`config.mk`:
```
export PLATFORM = sky130hd
export DESIGN_NAME = ifp_mem_io
export DESIGN_NICKNAME = d
export VERILOG_FILES = /design/src/rtl/ifp_mem_io.sv
export SDC_FILE = /design/constraint.sdc
export NUM_CORES = 1
export LEC_CHECK = 0
export ABC_CLOCK_PERIOD_IN_PS = 2000
export CORE_MARGIN = 2
export CORE_UTILIZATION = 45
export CTS_CLUSTER_DIAMETER = 50
export DETAILED_ROUTE_END_ITERATION = 6
export DONT_BUFFER_PORTS = 1
export GPL_TIMING_DRIVEN = 0
export PLACE_DENSITY_LB_ADDON = 0.15
export SYNTH_ARGS = -nofsm -noshare
export SYNTH_HDL_FRONTEND = slang
export SYNTH_SLANG_ARGS = --single-unit
```
`constraint.sdc`:
```
create_clock -name clk_i -period 2 [get_ports clk_i]
set_input_delay 0.3 -clock clk_i [delete_from_list [all_inputs] [get_ports clk_i]]
set_output_delay 0.3 -clock clk_i [all_outputs]
set_load 0.01 [all_outputs]
```
`src/rtl/ifp_mem_io.sv`:
```
// Host-side serial memory port for one ifp PE chain: shifts a 38-bit record into the
// PE LSB-first and captures the outgoing record in the same pass (SWAP), or recirculates it (READ).
module ifp_mem_io #(
  parameter int REC_W = 38,
  parameter int CNT_W = 6
) (
  input  logic             clk_i,
  input  logic             rst_n,
  input  logic             cmd_valid,
  output logic             cmd_ready,
  input  logic             cmd_op,
  input  logic [REC_W-1:0] cmd_record,
  output logic             rsp_valid,
  input  logic             rsp_ready,
  output logic [REC_W-1:0] rsp_record,
  input  logic             pe_idle,
  output logic             busy,
  output logic             mem_send,
  output logic             mem_receive,
  output logic             pe_data_in,
  input  logic             pe_data_out
);

  typedef enum logic [1:0] {S_IDLE, S_LEAD, S_SHIFT, S_RESP} state_e;

  localparam logic [CNT_W-1:0] LAST_BIT = CNT_W'(REC_W - 1);

  state_e           state_q, state_d;
  logic             op_q, op_d;
  logic [REC_W-1:0] tx_sr_q, tx_sr_d;
  logic [REC_W-1:0] rx_sr_q, rx_sr_d;
  logic [REC_W-1:0] rsp_rec_q, rsp_rec_d;
  logic [CNT_W-1:0] cnt_q, cnt_d;
  logic             rsp_valid_q, rsp_valid_d;
  logic             armed_q;
  logic             strobe;

  // armed_q keeps cmd_ready low until the first clock edge after reset release.
  assign cmd_ready   = armed_q & (state_q == S_IDLE) & pe_idle & ~rsp_valid_q;
  assign busy        = (state_q != S_IDLE);
  assign mem_send    = strobe & ~op_q;
  assign mem_receive = strobe &  op_q;
  assign rsp_valid   = rsp_valid_q;
  assign rsp_record  = rsp_rec_q;

  always_comb begin
    // NOTE: every combinational output gets a default first so no path infers a latch.
    state_d     = state_q;
    op_d        = op_q;
    tx_sr_d     = tx_sr_q;
    rx_sr_d     = rx_sr_q;
    rsp_rec_d   = rsp_rec_q;
    cnt_d       = cnt_q;
    rsp_valid_d = rsp_valid_q;
    strobe      = 1'b0;
    pe_data_in  = 1'b0;

    case (state_q)
      S_IDLE: begin
        if (cmd_valid && cmd_ready) begin
          tx_sr_d = cmd_record;
          op_d    = cmd_op;
          state_d = S_LEAD;
        end
      end
      S_LEAD: begin
        // Strobe leads data by one cycle because the PE registers it before use.
        strobe  = 1'b1;
        cnt_d   = '0;
        state_d = S_SHIFT;
      end
      S_SHIFT: begin
        strobe     = (cnt_q != LAST_BIT);
        pe_data_in = op_q ? pe_data_out : tx_sr_q[0];
        rx_sr_d    = {pe_data_out, rx_sr_q[REC_W-1:1]};
        tx_sr_d    = tx_sr_q >> 1;
        cnt_d      = cnt_q + CNT_W'(1);
        if (cnt_q == LAST_BIT) state_d = S_RESP;
      end
      S_RESP: begin
        if (!rsp_valid_q) begin
          rsp_valid_d = 1'b1;
          rsp_rec_d   = rx_sr_q;
        end else if (rsp_ready) begin
          rsp_valid_d = 1'b0;
          state_d     = S_IDLE;
        end
      end
      default: state_d = S_IDLE;
    endcase
  end

  // NOTE: the shift registers are plain flops, so all of them take the async reset;
  // only true RAM arrays should be left without one.
  always_ff @(posedge clk_i or negedge rst_n) begin
    if (!rst_n) begin
      state_q     <= S_IDLE;
      op_q        <= 1'b0;
      tx_sr_q     <= '0;
      rx_sr_q     <= '0;
      rsp_rec_q   <= '0;
      cnt_q       <= '0;
      rsp_valid_q <= 1'b0;
      armed_q     <= 1'b0;
    end else begin
      // NOTE: non-blocking assignments so every flop samples pre-edge values.
      state_q     <= state_d;
      op_q        <= op_d;
      tx_sr_q     <= tx_sr_d;
      rx_sr_q     <= rx_sr_d;
      rsp_rec_q   <= rsp_rec_d;
      cnt_q       <= cnt_d;
      rsp_valid_q <= rsp_valid_d;
      armed_q     <= 1'b1;
    end
  end

endmodule

```
After elaboration in Yosys (flattened, before gate mapping)
Index checks and enable logic that the tools add are counted.
{"block": "word_totals", "output_inout_bits": 44, "inputBits": 45, "elab_cells": 47, "regBits": 125}
{"block": "classes", "mux": 13, "addsub": 1, "n_reduce_logical": 9, "n_bitwise": 7, "eq_ne": 9}
{"operator": "$pmux W38 S2", "n": 1}
{"operator": "$mux W38", "n": 1}
{"operator": "$pmux W6 S2", "n": 1}
{"operator": "$mux W2", "n": 4}
{"operator": "$pmux W2 S4", "n": 1}
{"operator": "$add A6 B1 Y6 const B", "n": 1}
{"operator": "$eq A6 B6 Y1 const B", "n": 1}
{"operator": "$ne A2 B2 Y1 const B", "n": 3}
{"operator": "$ne A6 B6 Y1 const B", "n": 1}
{"operator": "$reduce_and A2 Y1", "n": 3}
{"operator": "$reduce_bool A2 Y1", "n": 3}
{"operator": "$and A1 B1 Y1", "n": 5}
{"operator": "$eq A2 B2 Y1 const B", "n": 2}
{"operator": "$mux W1", "n": 4}
{"operator": "$reduce_and A4 Y1", "n": 1}
{"operator": "$eq A2 B1 Y1 const B", "n": 1}
{"operator": "$logic_not A2 Y1", "n": 1}
{"operator": "$ne A2 B1 Y1 const B", "n": 1}
{"operator": "$not A1 Y1", "n": 2}
{"operator": "$pmux W1 S2", "n": 1}
{"operator": "$logic_and A1 B1 Y1", "n": 1}

Longest topological paths before layout
Gate-level depths: netlist (run 1).
{"block": "logic_depth", "word_depth": 7, "depth_mapped": 7, "depth_no_buf": 6}

Least setup slack after synthesis (run 1)
Ideal clock, no wire load.
{"block": "synth_path", "path_type": "register -> output", "startpoint": "reg state_q[0]", "endpoint": "out mem_receive", "slack_ns": 0.192, "n_path_buf": 1, "stages_incl_launch_ff": 8, "arrival_ns": 1.508, "required_time_ns": 1.700, "path_cell_list": "dfrtp_1 -> inv_1 -> ha_1 -> buf_4 -> inv_1 -> a41oi_1 -> o21ai_0 -> nor2_1"}
{"block": "synth_via", "elab_chain_cells": 3, "word_cells_on_any_way": 4}
{"element": "from (decl)", "line_no": "28", "source": "state_e state_q, state_d;"}
{"element": "from (signal assigned)", "line_no": "107", "source": "state_q <= state_d;"}
{"element": "$eq A2 B2 Y1 / $eq A2 B1 Y1 (equally long branches)", "line_no": "58", "source": "case (state_q)"}
{"element": "$pmux W1 S2 *", "line_no": "58"}
{"element": "$and A1 B1 Y1 *", "line_no": "42", "source": "assign mem_receive = strobe & op_q;"}
{"element": "to (decl)", "line_no": "19", "source": "output logic mem_receive,"}
Every way passes the cells marked *; elsewhere a longest branch is shown, timed or not.

Final worst setup path (run 1)
{"block": "layout_path", "startpoint": "reg state_q[1]", "endpoint": "out cmd_ready"}
{"block": "layout_via", "elab_chain_cells": 4}
{"element": "$logic_not A2 Y1", "line_no": "39", "source": "assign cmd_ready = armed_q & (state_q == S_IDLE) & pe_idle & ~rsp_valid_q;"}
{"element": "$and A1 B1 Y1 (3 in a row)", "line_no": "39"}
{"element": "to (decl)", "line_no": "10", "source": "output logic cmd_ready,"}
Every way passes these cells.

==> flow_summary.ini, run 1 <==
[global_routing]
grt.overflow.total = 0
grt_max_degree = 126
grt_pass1_wl_mm = 16.50
first_global_vias = 3209
track_usage_pct = 16.92
antenna_found_initial = 0

[synthesis]
synthTopCellsByCount = dfrtp_1 (125), mux2_2 (77), nand2_1 (42)
yosysTopAreaCellShare_pct = 59.40
ys_seq_area_share_pct = 59.40
ys_warn_count = 0
ys_ff_latch = 125
ys.flop_type = dfrtp_1
synth_edf_count = 0
yosysTopAreaCell = dfrtp_1
yosysMostFrequentCell = dfrtp_1
ys_async_sr_fraction_pct = 100.0
synth_cells = 397
synth_area_leaders = dfrtp_1 (59%), mux2_2 (16%), mux2i_1 (7.2%)
syn_avg_cell_area_um2 = 13.27
synth_fp_nets = 449
syn_area_um2 = 5266
synth_cell_types = 34

[sta]
min_period_over_period_pct = 95.41
grt_setup_unrepaired = no
timing.hold.ws_ps = -409.5
finalSetupViolCount = 0
clock-skew-final_ps = 3.725
fin_crit_ps = 1908
hold_viol = 125
fmax_mhz = 524.1
drv_slew = 0

[clocking]
cts_sinks = 125
cts_buffers = 17
clkSlewWorstSetupHoldPaths_ps = 50
clockBufferDepth = 2
root_buffer = clkbuf_16
cts.htree.levels = 4
cts_tree = yes
clk_latency_ps = 410

[detailed_routing]
wirelength_mm = 9.538
viasPerCell = 5.300
ant_nets = 0
detail_route.wl_per_cell_um = 16.56
vias = 3053
first_iter_violations = 114
first_pass_iters = 4
drc = 0

[cells_and_area]
final_util_pct = 53.47
final_nets = 473
num-fill-cells = 994
multi_input_area_um2 = 1999
regArea_um2 = 3129
final_cells = 576
areaGrowthSynthToFinish_pct = 15.94
drive_above_1_share_pct = 34.41
n_antenna_cell = 0

[setup_path]
cp_max_fo = 5
setup.worst_path.end_class = output port
start_kind = flop
crit_arrival_ps = 1610
crit_type = reg2out
crit_path_start = state_q[1]$_DFFE_PN0P_
rr_startpoint = state_q[0]$_DFFE_PN0P_
critPathRequiredTime_ps = 1700

[pwr]
ir_worst_vdd_uv = 736.0
p_leak_uw = 0.002915
power-per-cell-area_nw_per_um2 = 1591

[place]
place.gp.congestion = 0.6984
hpwl_mm = 6.210
dp_cells = 540
numPortBuffers = 0

[floorplan]
core_area_um2 = 11420
die_h_um = 112.2
io_pins = 89
initial_utilization_pct = 46.12
design.die.area_um2 = 12580
die_w_um = 112.2
row_count = 39

[status]
outcome = complete, but fails checks
violations = negative hold slack

[min_path]
min_path_type = in2async

[job]
maxCapViolations = 0
what timing repair did:
action                     4_1_cts  5_1_grt
setup endpoints to repair        4       23
hold endpoints to repair       125      125
resized for setup               15        6
setup buffers                    5        3
pin swaps                        3        5
path summary, 6_finish.rpt:
check                                             end  slack [ps]  cells past startpoint
max reg2reg                rsp_record[18]$_DFFE_PN0P_         140                      6
max in group asynchronous      tx_sr_q[8]$_DFFE_PN0P_        2260                      0
min reg2reg                   tx_sr_q[10]$_DFFE_PN0P_         480                      2
max                                         cmd_ready          90                      4
min                           rx_sr_q[32]$_DFFE_PN0P_        -410                      0
min in group clk_i            rx_sr_q[37]$_DFFE_PN0P_          40                      1
power breakdown:
part	switching, uW	internal [uW]	leakage (uW)	total (uW)
Combinational	1490	1550	0.00100	3040
Clock	1030	1820	0.000276	2850
Sequential	539	3280	0.00164	3820
Total	3060	6660	0.00292	9710
sequential cells by signal (all words and copies together), names as in the netlist:
register	cells
op_q	1
cnt_q	6
rx_sr_q	38
rsp_record	38
rsp_valid	1
armed_q	1
tx_sr_q	38
state_q	2
logic make-up after synthesis:
| logic type | share of synthesized area (%) |
|---|---|
| multiplexers | 24.40 |
| XOR/XNOR | 0.1663 |
| AND/OR/NAND/NOR | 5.180 |
| other | 0.07121 |
| adder cells (fa/ha/maj) | 1.663 |
| flip-flops | 59.40 |
| AO/OA/AOI/OAI | 5.488 |
| buffers and inverters | 3.635 |
critical path, cell delays in order, from the launching register on:
cell and delay, ps:
dfrtp_2 440, inv_2 110, ha_4 180, clkinvlp_4 190
nor3_4 270
routing by layer:
| metal | vias to the layer above | share of wire (%) | global-route usage [%] |
|---|---|---|---|
| li1 | 1427 | - | - |
| met1 | 1534 | 43 | 20.55 |
| met2 | 78 | 47 | 25.90 |
| met3 | 14 | 7.5 | 7.721 |
| met4 | 0 | 1.7 | 7.805 |
| met5 | - | 0 | 0 |
final cells by class:
type,count,area share [%]
plain buffers,21,2.520
clock buffers,24,8.053
clock inverters,7,1.025
inverters,9,0.6148
multi-input cells,240,32.75
flip-flops and latches,125,51.25
well taps,143,2.930
repair buffers,7,0.8607
metrics by stage:
step / area [um2] / hold slack, ps / power, uW / setup WS (ps) / TNS [ps]
floorplan: 5266 / 4.409 / 6077 / 191.6 / 0
global placement: 5445 / 7.176 / 6623 / -141.0 / -281.8
detailed placement: 5445 / 6.883 / 6706 / -126.1 / -250.1
CTS: 6097 / -436.5 / 9842 / 18.19 / 0
global route: 6106 / -439.8 / 10390 / 5.089 / 0
finish: 6106 / -409.5 / 9711 / 91.83 / 0
layout by cell type (no fill, tap or decap), drive strengths merged, types with 2 or more instances in the layout:
master and n:
dfrtp 125, mux2 78, o21ai 43, nand2 42
mux2i 39, clkbuf 28, buf 24, inv 8
ha 7, nor2 6, clkinv 5, a21oi 4
clkinvlp 2, nand3 2, o22ai 2, nand3b 2
nor2b 2, a2bb2oi 2
Power figures use the tool's default switching activity.
==> run 2: changes to the inputs <==
Settings changed: GPL_ROUTABILITY_DRIVEN set to 1, SKIP_CTS_REPAIR_TIMING set to 1.
==> run 2 against run 1 <==
Effect of this change:
- the run ends with negative hold slack, negative setup slack left
- global-route usage shrank 0.24 points
- sequential share of layout area fell by 0.23 points
- register-to-register slack worse by 20 ps
- combinational power increased by 2%
- die area unchanged
- final area grew 0.45%
- critical path type unchanged
- largest power group unchanged
==> flow_summary.ini, run 2 (synthesis results as in run 1) <==
[setup_path]
reg2reg_depth = 6
crit_arrival_ps = 1720
rrSetupSlack_ps = 120
crit_type = reg2out
worstPathCellList = inv_2, ha_4, buf_8, inv_6, a41oi_2, o21ai_2, nor2_2
crit_slowest_cell = dfrtp_1
rr_startpoint = state_q[0]$_DFFE_PN0P_
slowest_delay_ps = 410
setup.worst_path.end_class = output port
r2r-end = rsp_record[18]$_DFFE_PN0P_
cp_max_fo = 4
critPathRequiredTime_ps = 1700
start_kind = flop

[place]
numPortBuffers = 0
dp_cells = 540
placed_area_um2 = 5445
hpwl_mm = 6.210
place.gp.congestion = 0.6984

[pwr]
power.total_uw = 9763
power-per-cell-area_nw_per_um2 = 1592
p_leak_uw = 0.002928
ir_worst_vdd_uv = 745.7

[clocking]
root_buffer = clkbuf_16
cts_buffers = 17
clk_latency_ps = 410
clockBufferDepth = 2
cts_sinks = 125
cts_tree = yes
cts.htree.levels = 4
clkSlewWorstSetupHoldPaths_ps = 50

[global_routing]
track_usage_pct = 16.67
met2_usage_pct = 25.10
grt_pass1_wl_mm = 16.26
antenna_found_initial = 0
grt_util_met3_pct = 7.883
grt-busiest-layer = met2
use_met1_pct = 20.41
first_global_vias = 3182
grt.overflow.total = 0
grt_max_degree = 126

[job]
maxCapViolations = 0

[detailed_routing]
first_iter_violations = 98
viasPerCell = 5.272
detail_route.wl_per_cell_um = 16.43
drc = 0
first_pass_iters = 4
vias = 3047
wirelength_mm = 9.499
ant_nets = 0

[floorplan]
die_h_um = 112.2
row_count = 39
design.die.area_um2 = 12580
core_area_um2 = 11420
initial_utilization_pct = 46.12
die_w_um = 112.2
io_pins = 89

[sta]
finalSetupViolCount = 1
fmax_mhz = 496.2
final.setup.worst_slack_ps = -15.42
clock-skew-final_ps = 3.928
grt_setup_unrepaired = yes
hold_viol = 125
fin_crit_ps = 2015
drv_slew = 0
timing.hold.ws_ps = -410.4
min_period_over_period_pct = 100.8

[cells_and_area]
regArea_um2 = 3129
drive_above_1_share_pct = 34.48
areaGrowthSynthToFinish_pct = 16.46
final_util_pct = 53.71
design_area_um2 = 6133
layout_common_cells = dfrtp_1 (124), mux2_2 (77), nand2_1 (42)
n_antenna_cell = 0
multi_input_area_um2 = 1999
final_cells = 578
num-fill-cells = 995
final_nets = 475
final_common_cell = dfrtp_1

[status]
violations = negative hold slack, negative setup slack
outcome = complete, but fails checks

[min_path]
min_path_type = in2async
[run 2: changes by cell type in the layout (fill, tap and decap cells not counted), sizes merged]
cell	delta
buf	+1
clkbuf	+1
[run 2: metrics by stage]
step	setup WS [ps]	TNS, ps
floorplan	191.6	0
global placement	-141.0	-281.8
finish	-15.42	-15.42
global route	-115.6	-285.2
CTS	-584.5	-1420
detailed placement	-126.1	-250.1
[run 2: metal layers]
layer	vias up	wire length, um
li1	1435	-
met4	0	165
met3	14	739
met2	78	4481
met5	-	0
met1	1520	4113
[run 2: critical path: cells and delay by family (launching register included)]
kind | cells | cell delay (ps)
buffers and inverters | 3 | 270
DFF | 1 | 410
adders and majority gates | 1 | 170
and+or+nand+nor | 1 | 160
AOI/OAI and AO/OA | 2 | 300
[run 2: layout make-up]
cell class                 instances  area share (%)
buffer                            23           2.876
clock buffer                      24           8.017
multi-input combinational        240           32.60
sequential                       125           51.02
clock inverter                     7           1.020
timing repair buffer               7          0.8568
tap                              143           2.917
inverter                           9          0.6936
[run 2: worst max path at each step]
| stage | slack, ps | end | startpoint |
|---|---|---|---|
| 6_report | -20 | mem_receive | state_q[0]$_DFFE_PN0P_ |
| 5_1_grt | -120 | mem_receive | state_q[0]$_DFFE_PN0P_ |
| 4_1_cts | -580 | mem_receive | state_q[0]$_DFFE_PN0P_ |
| 3_5_place_dp | -130 | mem_receive | state_q[0]$_DFFE_PN0P_ |
| 2_1_floorplan | 190 | mem_receive | state_q[0]$_DFFE_PN0P_ |
| 3_3_place_gp | -140 | mem_send | state_q[0]$_DFFE_PN0P_ |
[run 2: where the power goes]
group          leakage (uW)  internal, uW  switching, uW  total [uW]
clock              0.000276          1820           1030        2850
sequential          0.00164          3280            541        3830
combinational       0.00101          1590           1500        3090
